$ cat src/rtl/spi_transaction_pkg.sv
// Shared types, defaults and helpers for the SPI register transaction path.
package spi_transaction_pkg;

  typedef enum logic [1:0] {
    IDLE      = 2'd0,
    ACTIVE    = 2'd1,
    READ_WAIT = 2'd2
  } transaction_state_t;

  localparam int         NUM_SUBPERIPHERALS_DEFAULT = 4;
  localparam logic [7:0] ADDRESS_BASE_DEFAULT       = 8'hD0;
  localparam int         TIMEOUT_CYCLES_DEFAULT     = 16;
  localparam logic [7:0] FILL_BYTE_DEFAULT          = 8'hFF;

  // Slot assignments of the register subperipherals that exist today.
  localparam int CHIP_ID        = 0;
  localparam int VERSION_STRING = 1;

  function automatic logic [7:0] saturating_increment(input logic [7:0] value);
    return (value == 8'hFF) ? value : value + 8'd1;
  endfunction

endpackage

$ cat src/rtl/spi_address_decoder.sv
// Maps a transaction address onto a one-hot slot select plus a mapped flag.
module spi_address_decoder
  import spi_transaction_pkg::*;
#(
  parameter int         NUM_SUBPERIPHERALS = NUM_SUBPERIPHERALS_DEFAULT,
  parameter logic [7:0] ADDRESS_BASE       = ADDRESS_BASE_DEFAULT
) (
  input  logic [7:0]                    address,
  output logic [NUM_SUBPERIPHERALS-1:0] slot_select,
  output logic                          mapped
);

  logic [7:0] offset;

  // Slot k answers ADDRESS_BASE+k; addresses below the base or past the last slot are unmapped.
  always_comb begin
    offset      = address - ADDRESS_BASE;
    mapped      = (address >= ADDRESS_BASE) && (int'(offset) < NUM_SUBPERIPHERALS);
    slot_select = '0;
    for (int k = 0; k < NUM_SUBPERIPHERALS; k++) begin
      if (mapped && (int'(offset) == k)) begin
        slot_select[k] = 1'b1;
      end
    end
  end

endmodule

$ cat src/rtl/spi_transaction_controller.sv
// Routes SPI transactions to one register subperipheral: decode, byte strobes, read wait and timeout.
module spi_transaction_controller
  import spi_transaction_pkg::*;
#(
  parameter int         NUM_SUBPERIPHERALS = NUM_SUBPERIPHERALS_DEFAULT,
  parameter logic [7:0] ADDRESS_BASE       = ADDRESS_BASE_DEFAULT,
  parameter int         TIMEOUT_CYCLES     = TIMEOUT_CYCLES_DEFAULT,
  parameter logic [7:0] DEFAULT_BYTE       = FILL_BYTE_DEFAULT
) (
  input  logic                            system_clock,
  input  logic                            system_reset_n,
  input  logic [7:0]                      address_in,
  input  logic                            address_in_valid,
  input  logic [7:0]                      data_in,
  input  logic                            data_in_valid,
  input  logic                            data_request_in,
  output logic [7:0]                      data_out,
  output logic                            data_out_valid,
  output logic [NUM_SUBPERIPHERALS-1:0]   subperipheral_enable_out,
  output logic [7:0]                      subperipheral_data_out,
  output logic [7:0]                      subperipheral_byte_index_out,
  output logic [NUM_SUBPERIPHERALS-1:0]   subperipheral_write_strobe_out,
  output logic [NUM_SUBPERIPHERALS-1:0]   subperipheral_read_strobe_out,
  input  logic [NUM_SUBPERIPHERALS*8-1:0] subperipheral_data_in,
  input  logic [NUM_SUBPERIPHERALS-1:0]   subperipheral_data_in_valid,
  output logic [7:0]                      timeout_count_out
);

  localparam int                     TIMER_WIDTH = $clog2(TIMEOUT_CYCLES + 1);
  localparam logic [TIMER_WIDTH-1:0] TIMER_LIMIT = TIMER_WIDTH'(TIMEOUT_CYCLES);

  transaction_state_t state, state_next;

  logic                          address_valid_q;
  logic                          address_rise;
  logic                          address_fall;
  logic [NUM_SUBPERIPHERALS-1:0] decoded_select;
  logic                          decoded_mapped;
  logic                          transaction_mapped;
  logic [7:0]                    byte_index;
  logic [TIMER_WIDTH-1:0]        read_timer;
  logic                          accept_write;
  logic                          accept_read;
  logic                          response_hit;
  logic                          response_timeout;
  logic [7:0]                    response_byte;

  spi_address_decoder #(
    .NUM_SUBPERIPHERALS (NUM_SUBPERIPHERALS),
    .ADDRESS_BASE       (ADDRESS_BASE)
  ) address_decoder (
    .address     (address_in),
    .slot_select (decoded_select),
    .mapped      (decoded_mapped)
  );

  // Qualify byte, request and response events; a closing transaction suppresses everything else.
  always_comb begin
    address_rise  = address_in_valid && !address_valid_q;
    address_fall  = !address_in_valid && address_valid_q;
    response_byte = '0;
    for (int k = 0; k < NUM_SUBPERIPHERALS; k++) begin
      if (subperipheral_enable_out[k]) begin
        response_byte = response_byte | subperipheral_data_in[8*k +: 8];
      end
    end
    accept_write     = (state != IDLE) && data_in_valid && !address_fall;
    accept_read      = (state == ACTIVE) && data_request_in && !address_fall;
    response_hit     = (state == READ_WAIT) && !address_fall
                       && (|(subperipheral_data_in_valid & subperipheral_enable_out));
    response_timeout = (state == READ_WAIT) && !address_fall && !response_hit
                       && (read_timer == TIMER_LIMIT);
    state_next = state;
    unique case (state)
      IDLE: begin
        if (address_rise) state_next = ACTIVE;
      end
      ACTIVE: begin
        if (address_fall) state_next = IDLE;
        else if (accept_read && transaction_mapped) state_next = READ_WAIT;
      end
      READ_WAIT: begin
        if (address_fall) state_next = IDLE;
        else if (response_hit || response_timeout) state_next = ACTIVE;
      end
      default: state_next = IDLE;
    endcase
  end

  // State register.
  always_ff @(posedge system_clock) begin
    if (!system_reset_n) state <= IDLE;
    else                 state <= state_next;
  end

  // Datapath: decode latch, byte index, strobes, read timer, returned byte and timeout counter.
  always_ff @(posedge system_clock) begin
    if (!system_reset_n) begin
      address_valid_q                <= 1'b0;
      transaction_mapped             <= 1'b0;
      byte_index                     <= '0;
      read_timer                     <= '0;
      subperipheral_enable_out       <= '0;
      subperipheral_data_out         <= '0;
      subperipheral_byte_index_out   <= '0;
      subperipheral_write_strobe_out <= '0;
      subperipheral_read_strobe_out  <= '0;
      data_out                       <= '0;
      data_out_valid                 <= 1'b0;
      timeout_count_out              <= '0;
    end else begin
      address_valid_q                <= address_in_valid;
      subperipheral_write_strobe_out <= '0;
      subperipheral_read_strobe_out  <= '0;
      if (state == IDLE) begin
        if (address_rise) begin
          subperipheral_enable_out <= decoded_select;
          transaction_mapped       <= decoded_mapped;
          byte_index               <= '0;
        end
      end else if (address_fall) begin
        subperipheral_enable_out <= '0;
        transaction_mapped       <= 1'b0;
        byte_index               <= '0;
        data_out_valid           <= 1'b0;
      end else begin
        if (accept_write) begin
          if (transaction_mapped) begin
            subperipheral_write_strobe_out <= subperipheral_enable_out;
            subperipheral_data_out         <= data_in;
            subperipheral_byte_index_out   <= byte_index;
          end
          byte_index <= byte_index + 8'd1;
        end
        if (accept_read) begin
          if (transaction_mapped) begin
            subperipheral_read_strobe_out <= subperipheral_enable_out;
            subperipheral_byte_index_out  <= byte_index;
            data_out_valid                <= 1'b0;
            read_timer                    <= '0;
          end else begin
            data_out       <= DEFAULT_BYTE;
            data_out_valid <= 1'b1;
          end
        end
        if (state == READ_WAIT) begin
          if (response_hit) begin
            data_out       <= response_byte;
            data_out_valid <= 1'b1;
          end else if (response_timeout) begin
            data_out          <= DEFAULT_BYTE;
            data_out_valid    <= 1'b1;
            timeout_count_out <= saturating_increment(timeout_count_out);
          end else begin
            read_timer <= read_timer + TIMER_WIDTH'(1);
          end
        end
      end
    end
  end

endmodule

$ cat config.mk
export PLATFORM = sky130hd
export DESIGN_NAME = spi_transaction_controller
export DESIGN_NICKNAME = d
export VERILOG_FILES = /design/src/rtl/spi_transaction_pkg.sv /design/src/rtl/spi_address_decoder.sv /design/src/rtl/spi_transaction_controller.sv
export SDC_FILE = /design/constraint.sdc
export NUM_CORES = 1
export LEC_CHECK = 0
export CAP_MARGIN = 20
export CELL_PAD_IN_SITES_DETAIL_PLACEMENT = 2
export CELL_PAD_IN_SITES_GLOBAL_PLACEMENT = 2
export CORE_MARGIN = 1.5
export CORE_UTILIZATION = 26
export DETAILED_ROUTE_END_ITERATION = 16
export HOLD_SLACK_MARGIN = 0.02
export PLACE_DENSITY_LB_ADDON = 0.3
export SYNTH_ARGS = -nofsm -noshare
export SYNTH_HDL_FRONTEND = slang
export SYNTH_SLANG_ARGS = --single-unit
$ cat constraint.sdc
create_clock -name system_clock -period 2.5 [get_ports system_clock]
set_input_delay 0.375 -clock system_clock [delete_from_list [all_inputs] [get_ports system_clock]]
set_output_delay 0.375 -clock system_clock [all_outputs]
set_load 0.02 [all_outputs]
# Word-level counts from Yosys, hierarchy flattened
# Cells that the tools add are included.
dict set report totals {
  regBits 62
  inputBits 57
  output_inout_bits 45
  word_cells 120
}
dict set report op_classes {
  addsub 4
  order_cmp 2
  eq_ne 10
  muxes 45
  n_bitwise 11
  n_reduce_logical 35
}
# operator n
set op_table {}
lappend op_table {{$mux 8} 17}
lappend op_table {{$mux 5} 5}
lappend op_table {{$or 8x8->8} 3}
lappend op_table {{$add 8x1->8 const B} 2}
lappend op_table {{$eq 8x3->1 const B} 2}
lappend op_table {{$logic_and 1x1->1} 16}
lappend op_table {{$mux 4} 4}
lappend op_table {{$mux 1} 13}
lappend op_table {{$reduce_or 4->1} 3}
lappend op_table {{$mux 2} 5}
lappend op_table {{$eq 8x2->1 const B} 1}
lappend op_table {{$eq 8x8->1 const B} 1}
lappend op_table {{$ge 8x8->1 const B} 1}
lappend op_table {{$logic_not 8->1} 1}
lappend op_table {{$lt 8x3->1 const B} 1}
lappend op_table {{$sub 8x8->8 const B} 1}
lappend op_table {{$not 1->1} 7}
lappend op_table {{$ne 3x2->1 const B} 2}
lappend op_table {{$pmux 2 s3} 1}
lappend op_table {{$reduce_and 2->1} 3}
lappend op_table {{$reduce_and 6->1} 1}
lappend op_table {{$add 5x1->5 const B} 1}
lappend op_table {{$eq 5x5->1 const B} 1}
lappend op_table {{$and 4x4->4} 1}
lappend op_table {{other kinds (10)} 14}

# Logic depth before layout (Yosys ltp)
# Gate-level depths: netlist of run 1.
dict set report depth {
  depth_word 12
  mapped_depth 8
  depth_no_buf 6
}

# Hierarchy
# A second synthesis of run 1 with hierarchy kept.
dict set report hier_totals {
  hier_cells 326
  hier_area_um2 2950.3
}
# mod n_inst cells_per_inst area_per_inst_um2
set by_module_without_submodules {}
lappend by_module_without_submodules {spi_transaction_controller 1 317 2872.8}
lappend by_module_without_submodules {spi_address_decoder 1 9 77.6}

# Worst setup path after synthesis of run 1
# No wires, ideal clock.
dict set report synth_timing {
  path_type {register to register}
  from {register read_timer[0]}
  to {register read_timer[4]}
  setup_ps 71
  arrival_ps 1820
  slack_ps 609
  stages_incl_launch_ff 8
  path_buffers 1
  path_cell_list {dfxtp_1 > inv_1 > ha_1 > and4bb_4 > or3_1 > buf_2 > or4_1 > a21oi_1}
}
dict set report synth_between {
  elab_chain_cells 5
  word_cells_on_any_way 6
}
# item line
set synth_rtl {}
lappend synth_rtl {{start: declaration} spi_transaction_controller.sv:41} ;# logic [TIMER_WIDTH-1:0] read_timer;
lappend synth_rtl {{start signal: assignment} spi_transaction_controller.sv:155} ;# read_timer <= read_timer + TIMER_WIDTH'(1);
lappend synth_rtl {{branches (longest 2 deep; another with $add 5x1->5)} n/a}
lappend synth_rtl {{$mux 5 (*)} spi_transaction_controller.sv:150} ;# end else if (response_timeout) begin
lappend synth_rtl {{$mux 5 (*)} spi_transaction_controller.sv:147} ;# if (response_hit) begin
lappend synth_rtl {{$mux 5 (*)} spi_transaction_controller.sv:146} ;# if (state == READ_WAIT) begin
# Every way passes the cells marked *.
# A chain may end at the register's enable or synchronous reset.

# Final worst setup path of run 1
# Ends and elaborated chain as after synthesis.

==> impl_metrics.tcl, run 1 <==
set metrics [dict create \
    status "completed" \
    synth_nets 373 \
    post_drt_wl_per_cell_um 17.60 \
    finalHoldWorstSlack_ps 501.4 \
    critPathMaxFanout 8 \
    layout_commonest_cell "clkdlybuf4s50_1" \
    gp_congestion 0.7482 \
    drive_above_1_share 0.09670 \
    final_cell_mix "101 x clkdlybuf4s50_1, 62 x dfxtp_1, 28 x nand2_1, 22 x mux2i_1, 21 x nor2_1" \
    setup-violations-final 0 \
    synth_top_family_by_area "simple AND/OR/NAND/NOR gates" \
    synthSimpleGateAreaFrac 0.2424 \
    syn_area_um2 2854 \
    seq_area_frac_synth 0.4349 \
    timing.fmax_mhz 485.3 \
    synth_edf_count 0 \
    relSlewSlack 0.3684 \
    p_per_area_nw_per_um2 494.2 \
    path_buf_inv 1 \
    crit_chain "inv_1, ha_1, and4bb_4, or3_1, or4_1, a21oi_1" \
    first_pass_iters 4 \
    synthToLayoutAreaGrowth_pct 48.62 \
    cts_tree "built" \
    nNetsFinal 480 \
    row_count 38 \
    fin_crit_ps 2060 \
    cts_sinks 62 \
    cts_made_buffers 9 \
    chipWidth_um 107.8 \
    hpwl_um 7416 \
    peakVddDrop_mv 0.2429 \
    synth_ff_type "dfxtp_1" \
    synth.area.top_cells "dfxtp_1 43%, mux2i_1 7.7%, a22oi_1 4.2%" \
    fin_worst_skew_ps 11.77 \
    insertion_delay_ps 350 \
    yosysUniqueCellTypes 47 \
    crit_start "read_timer[0]$_SDFFE_PN0P_" \
    yosysWarnings 0 \
    coreArea_um2 10790 \
    synth_adder_area_share 0.01754 \
    critical_path.top_delay_family "simple AND/OR/NAND/NOR gates" \
    cp.arrival_ps 2340 \
    hold_viol 0 \
    synthMuxAreaShare 0.07716 \
    vias 2912 \
    min_period_over_period 0.8242 \
    place_ws_ps 93.60 \
    hp-class "register to register" \
    total_leakage_power_nw 1.573 \
    rsz0062_at_grt "no" \
    synth-async-reset-ratio 0 \
    cts_resized 0 \
    clk_pin_slew_ps 70 \
    diodes 0 \
    worst_setup_path_end_kind "register" \
    wl_um 9924 \
    grt_pass1_vias 3078 \
    cts_htree_levels 3 \
    dr.first_iter.drc_count 150 \
    cp_slowest_cell "or4_1" \
    worstPathRequired_ps 2780 \
    ios 102 \
    drcViolationCount 0 \
    crit_type "register to register" \
    ys_ff_latch 62 \
    finalSetupTns_ps 0 \
    critPathLaunchType "register" \
    grt_pass1_wl_um 15990 \
    die_h_um 107.8 \
    antenna_found_initial 0 \
    synthCells 312 \
    dieArea_um2 11610 \
    worst_pin_slew_ps 941.7 \
    avgSynthCellArea_um2 9.147 \
    yosysTopAreaCell "dfxtp_1" \
    min_from "timeout_count_out[1]$_SDFFE_PN0P_" \
    ctsLongestPathBuffers 2 \
    gr-total-overflow 0 \
    synth_top_area_frac 0.4349 \
    grt_max_degree 35 \
    post_cts_buffers 0 \
    drv_cap 0 \
    reg2reg_from "read_timer[0]$_SDFFE_PN0P_" \
    synth_compound_area_frac 0.1942 \
    via_per_inst 5.163 \
    synth_xor_area_frac 0 \
    cts_hold_buf 0 \
    finalMaxSlewViolations 0 \
    grt_util_all_layers 0.1770 \
    portBuffers 101 \
    ant_nets 0 \
    slowest_delay_ps 510 \
    start_util 0.2644 \
    cts_root_buf "clkbuf_8" \
    setup_ws_ps 439.5 \
]
-- synthesized netlist by cell type, types with 8 or more instances --
cell / number
nor2_1: 21
a22oi_1: 16
nand3_1: 14
o31ai_1: 8
a21oi_1: 11
dfxtp_1: 62
clkbuf_1: 13
mux2i_1: 22
nor3_1: 9
or4_1: 8
and3_1: 10
o221a_2: 8
nand2_1: 28
-- tightest hold or removal path, cell delays in order, from the launching register on --
cell and delay [ps]:
dfxtp_1 330, nand2_1 60, mux2i_1 60
-- path summary, 6_finish.rpt --
kind | to | slack (ps) | cells past startpoint
max | read_timer[4]$_SDFFE_PN0P_ | 440 | 6
min | timeout_count_out[1]$_SDFFE_PN0P_ | 500 | 2
max reg2reg | read_timer[4]$_SDFFE_PN0P_ | 440 | 6
min reg2reg | timeout_count_out[1]$_SDFFE_PN0P_ | 500 | 2
-- cells by family (layout without fill, tap and decap cells) --
kind of cell	after synthesis	in the layout
flip-flops	62	62
AO/OA/AOI/OAI	72	72
multiplexers	22	22
AND/OR/NAND/NOR	128	128
adder cells (fa/ha/maj)	4	4
buffers and inverters	24	136
-- routing by layer --
metal  up-vias  wire length, µm  GRT usage
li1       1398                -          -
met4         0              190    0.05921
met5         -                0          0
met3        11              537    0.04722
met1      1431             4350     0.2092
met2        72             4845     0.3089
-- metrics by stage --
step | power [mW] | instances | util | cell area [µm²]
5_1_grt | 2.198 | 564 | 0.3930 | 4242
2_1_floorplan | 1.147 | 312 | - | 2854
4_1_cts | 2.130 | 564 | 0.3930 | 4242
6_report | 2.096 | 564 | 0.3930 | 4242
3_5_place_dp | 1.307 | 548 | 0.3765 | 4064
3_3_place_gp | 1.298 | 548 | 0.3765 | 4064
-- area by class of cell --
type | count | area, µm²
clock inverters | 4 | 32.53
fillers | 1196 | 6551
flip-flops and latches | 62 | 1241
well taps | 140 | 175.2
repair buffers | 114 | 1109
inverters | 6 | 22.52
clock buffers | 12 | 145.1
multi-input cells | 226 | 1516
-- report_power, final --
group	internal (mW)	switching (mW)	total (mW)	leakage (nW)
clock	0.391	0.422	0.813	0.0828
combinational	0.139	0.118	0.256	0.989
sequential	1.01	0.0207	1.03	0.501
(Power assumes the default switching activity.)
==> run 2: changes to the inputs <==
- clock period: 2.5 -> 2.1 ns (I/O delays scaled with it)
==> impl_metrics.tcl, run 2 (synthesis results as in run 1) <==
set metrics [dict create \
    min_period_over_period 0.9379 \
    grt_pass1_wl_um 16300 \
    fin_worst_skew_ps 8.141 \
    ios 102 \
    ff2ff_path_depth 6 \
    crit_type "register to register" \
    wl_um 10260 \
    first_pass_iters 4 \
    status "completed" \
    hpwl_um 7463 \
    via_per_inst 5.202 \
    timing.fmax_mhz 507.7 \
    critical_path.top_delay_family "simple AND/OR/NAND/NOR gates" \
    nNetsFinal 496 \
    crit_chain "inv_1, ha_1, and4bb_4, or3_1, or4_1, a21oi_1" \
    hold_viol 0 \
    dr.first_iter.drc_count 101 \
    dieArea_um2 11610 \
    worstPathRequired_ps 2370 \
    coreArea_um2 10790 \
    critPathMaxFanout 5 \
    cp_slowest_cell "or4_1" \
    drcViolationCount 0 \
    start_util 0.2644 \
    fin_crit_ps 1970 \
    clk_pin_slew_ps 70 \
    peakVddDrop_mv 0.3673 \
    grt_pass1_vias 3241 \
    total_leakage_power_nw 1.701 \
    gr-total-overflow 0 \
    finalMaxSlewViolations 0 \
    cts_sinks 62 \
    multiInputGateArea_um2 1516 \
    setup-violations-final 0 \
    insertion_delay_ps 340 \
    grt_max_degree 35 \
    ctsLongestPathBuffers 2 \
    path_buf_inv 1 \
    vias 3017 \
    post-route-util 0.4131 \
    drive_above_1_share 0.1318 \
    post_cts_buffers 0 \
    min_from "byte_index[7]$_SDFFE_PN0P_" \
    die_h_um 107.8 \
    cts_tree "built" \
    whs_path_depth 2 \
    cts_resized 0 \
    diodes 0 \
    hp-class "register to register" \
    antenna_found_initial 0 \
    relSlewSlack 0.4369 \
    seqCellArea_um2 1241 \
    cts_hold_buf 0 \
    portBuffers 101 \
    p_per_area_nw_per_um2 661.0 \
    n_fill_cell 1177 \
    row_count 38 \
    cts_htree_levels 3 \
    crit_cells 6 \
    crit_start "read_timer[0]$_SDFFE_PN0P_" \
    rsz0062_at_grt "no" \
    cp.arrival_ps 2240 \
    drv_cap 0 \
    slowest_delay_ps 490 \
    final_cell_mix "101 x clkdlybuf4s50_1, 62 x dfxtp_1, 28 x nand2_1, 28 x buf_4, 22 x mux2i_1" \
    worst_pin_slew_ps 839.5 \
    chipWidth_um 107.8 \
    cts_made_buffers 9 \
    worst_setup_path_end_kind "register" \
    critPathLaunchType "register" \
    grt_util_all_layers 0.1813 \
    layout_commonest_cell "clkdlybuf4s50_1" \
    setup_ws_ps 130.4 \
    synthToLayoutAreaGrowth_pct 56.20 \
    post_drt_wl_per_cell_um 17.68 \
    gp_congestion 0.8051 \
    reg2reg_from "read_timer[0]$_SDFFE_PN0P_" \
    cts_root_buf "clkbuf_8" \
    place_ws_ps -72.13 \
    ant_nets 0 \
]
## run 2: final timing paths
check,end,slack [ps]
worst min register to register,byte_index[7]$_SDFFE_PN0P_,480
worst min-delay path,byte_index[7]$_SDFFE_PN0P_,480
worst max register to register,read_timer[4]$_SDFFE_PN0P_,130
worst max-delay path,read_timer[4]$_SDFFE_PN0P_,130
## run 2: worst reg2reg max path: cells and delay by family (launching register included)
family / cells / cell delay, ps
AND/OR/NAND/NOR: 3 / 1050
flip-flops: 1 / 410
adder cells (fa/ha/maj): 1 / 210
AO/OA/AOI/OAI: 1 / 150
buffers and inverters: 1 / 90
## run 2: final cells by class
cell class,count,share of cell area
Tap cell,140,0.03929
Clock buffer,10,0.02863
Clock inverter,6,0.03003
Inverter,6,0.005052
Sequential cell,62,0.2784
Multi-Input combinational cell,226,0.3402
Timing Repair Buffer,130,0.2784
## run 2: layer usage
metal / vias to the layer above / wire [µm] / global-route usage
met5: - / 0 / 0
met4: 0 / 134 / 0.06579
met3: 10 / 481 / 0.04116
met2: 75 / 5132 / 0.3207
met1: 1505 / 4507 / 0.2130
li1: 1427 / - / -
## run 2: per-stage QoR
stage                     power, mW  hold slack [ps]  cells  instance area [µm²]  setup TNS [ps]
after global placement        1.560            470.0    564                 4197          -41.13
after global routing          3.073            517.0    580                 4458               0
after CTS                     2.986            490.0    580                 4458               0
after floorplan               1.366            417.1    312                 2854               0
final                         2.947            483.5    580                 4458               0
after detailed placement      1.571            478.0    564                 4197          -878.9
## run 2: report_power, final
group	internal, mW	total, mW	leakage (nW)	switching (mW)
Sequential	1.20	1.22	0.501	0.0238
Clock	0.909	1.40	0.130	0.493
Combinational	0.178	0.322	1.07	0.144
==> run 3: changes to the inputs <==
- CAP_MARGIN: 20 -> 15
- PLACE_DENSITY: default -> 0.83
- PLACE_DENSITY_LB_ADDON: 0.3 -> default
==> impl_metrics.tcl, run 3 (synthesis results as in run 1) <==
set metrics [dict create \
    status "completed" \
    worst_setup_path_end_kind "register" \
    whs_path_depth 2 \
    worst_r2r_endpoint "read_timer[4]$_SDFFE_PN0P_" \
    synthToLayoutAreaGrowth_pct 54.45 \
    total_power_mw 2.731 \
    worst_pin_slew_ps 855.7 \
    post_drt_wl_per_cell_um 18.31 \
    peakVddDrop_mv 0.2760 \
    finalMaxSlewViolations 0 \
    critPathMaxFanout 5 \
    drive_above_1_share 0.1324 \
    grt_util_all_layers 0.1833 \
    diodes 0 \
    dieArea_um2 11610 \
    post-route-util 0.4084 \
    setup_ws_ps 70.26 \
    ctsLongestPathBuffers 2 \
    total_leakage_power_nw 1.675 \
    relSlewSlack 0.4261 \
    fin_worst_skew_ps 7.294 \
    crit_type "register to register" \
    grt_pass1_vias 3268 \
    cts_htree_levels 3 \
    min_period_over_period 0.9665 \
    first_pass_iters 4 \
    cts_sinks 62 \
    grt_util_met2 0.3353 \
    gp_congestion 0.8270 \
    cts_root_buf "clkbuf_8" \
    ios 102 \
    ff2ff_path_depth 6 \
    place_ws_ps -104.8 \
    die_h_um 107.8 \
    use_met3 0.03450 \
    portBuffers 101 \
    p_per_area_nw_per_um2 619.6 \
    rsz0062_at_grt "no" \
    setup-violations-final 0 \
    antenna_found_initial 0 \
    ant_nets 0 \
    cts_hold_buf 0 \
    hpwl_um 7596 \
    insertion_delay_ps 340 \
    grt-busiest-layer "met2" \
    post_cts_buffers 0 \
    n_fill_cell 1163 \
    drv_cap 0 \
    chipWidth_um 107.8 \
    use_met1 0.2100 \
    fin_crit_ps 2030 \
    vias 2945 \
    cts_resized 0 \
    layout_commonest_cell "clkdlybuf4s50_1" \
    coreArea_um2 10790 \
    cts_made_buffers 9 \
    critPathLaunchType "register" \
    worstPathRequired_ps 2370 \
    reg2reg_from "read_timer[0]$_SDFFE_PN0P_" \
    cts_tree "built" \
    ff2ff_setup_slack_ps 70 \
    final_cell_mix "101 x clkdlybuf4s50_1, 60 x dfxtp_1, 28 x nand2_1, 26 x buf_4, 22 x mux2i_1" \
    grt_pass1_wl_um 16460 \
    row_count 38 \
    nNetsFinal 494 \
    clk_pin_slew_ps 70 \
    start_util 0.2644 \
    gr-total-overflow 0 \
    timing.fmax_mhz 492.7 \
    cp.arrival_ps 2300 \
    grt_max_degree 27 \
    drcViolationCount 0 \
    via_per_inst 5.095 \
    dr.first_iter.drc_count 105 \
    hold_viol 0 \
    wl_um 10580 \
    hp-class "register to register" \
]
==> run 3: report_power, final <==
| group | leakage [nW] | internal [mW] | switching [mW] |
|---|---|---|---|
| combinational | 1.06 | 0.176 | 0.150 |
| sequential | 0.502 | 1.20 | 0.0197 |
| clock | 0.113 | 0.703 | 0.483 |
| total | 1.68 | 2.08 | 0.653 |
==> run 3: per-layer routing <==
metal,share of wire,wire [µm]
met3,0.035,373
met2,0.52,5453
met5,0,0
met4,0.017,184
met1,0.43,4570
==> run 3: final cells by class <==
type / instances / area, µm² / area share
Tap cell: 140 / 175.2 / 0.03974
Timing Repair Buffer: 128 / 1226 / 0.2782
Inverter: 6 / 22.52 / 0.005109
Multi-Input combinational cell: 226 / 1516 / 0.3440
Clock inverter: 5 / 82.58 / 0.01873
Sequential cell: 62 / 1244 / 0.2821
Clock buffer: 11 / 141.4 / 0.03208
==> run 3: worst max-delay path by stage <==
stage          cells after the start                      startpoint  slack [ps]                                end
6_report                           6      read_timer[0]$_SDFFE_PN0P_          70         read_timer[4]$_SDFFE_PN0P_
2_1_floorplan                      7      read_timer[0]$_SDFFE_PN0P_         210         read_timer[4]$_SDFFE_PN0P_
4_1_cts                            6      read_timer[0]$_SDFFE_PN0P_          40         read_timer[4]$_SDFFE_PN0P_
3_5_place_dp                       5  subperipheral_data_in_valid[2]        -100         read_timer[4]$_SDFFE_PN0P_
5_1_grt                            6      read_timer[0]$_SDFFE_PN0P_          10         read_timer[4]$_SDFFE_PN0P_
3_3_place_gp                       5  subperipheral_data_in_valid[2]         -10  timeout_count_out[6]$_SDFFE_PN0P_
==> run 3: worst max-delay path, cell delays in order (launching register included) <==
cell and delay [ps]:
dfxtp_2 370, inv_1 70, ha_1 210, and4bb_4 210
or3_1 380, or4_1 530, a21oi_1 180
==> run 3: per-stage QoR <==
| step | hold WS (ps) | setup TNS (ps) | std cells | area [µm²] |
|---|---|---|---|---|
| finish | 499.6 | 0 | 578 | 4408 |
| global route | 530.6 | 0 | 578 | 4408 |
| CTS | 504.4 | 0 | 578 | 4405 |
| detailed placement | 492.0 | -668.8 | 562 | 4182 |
| global placement | 471.6 | -24.08 | 562 | 4182 |
| floorplan | 417.1 | 0 | 312 | 2854 |
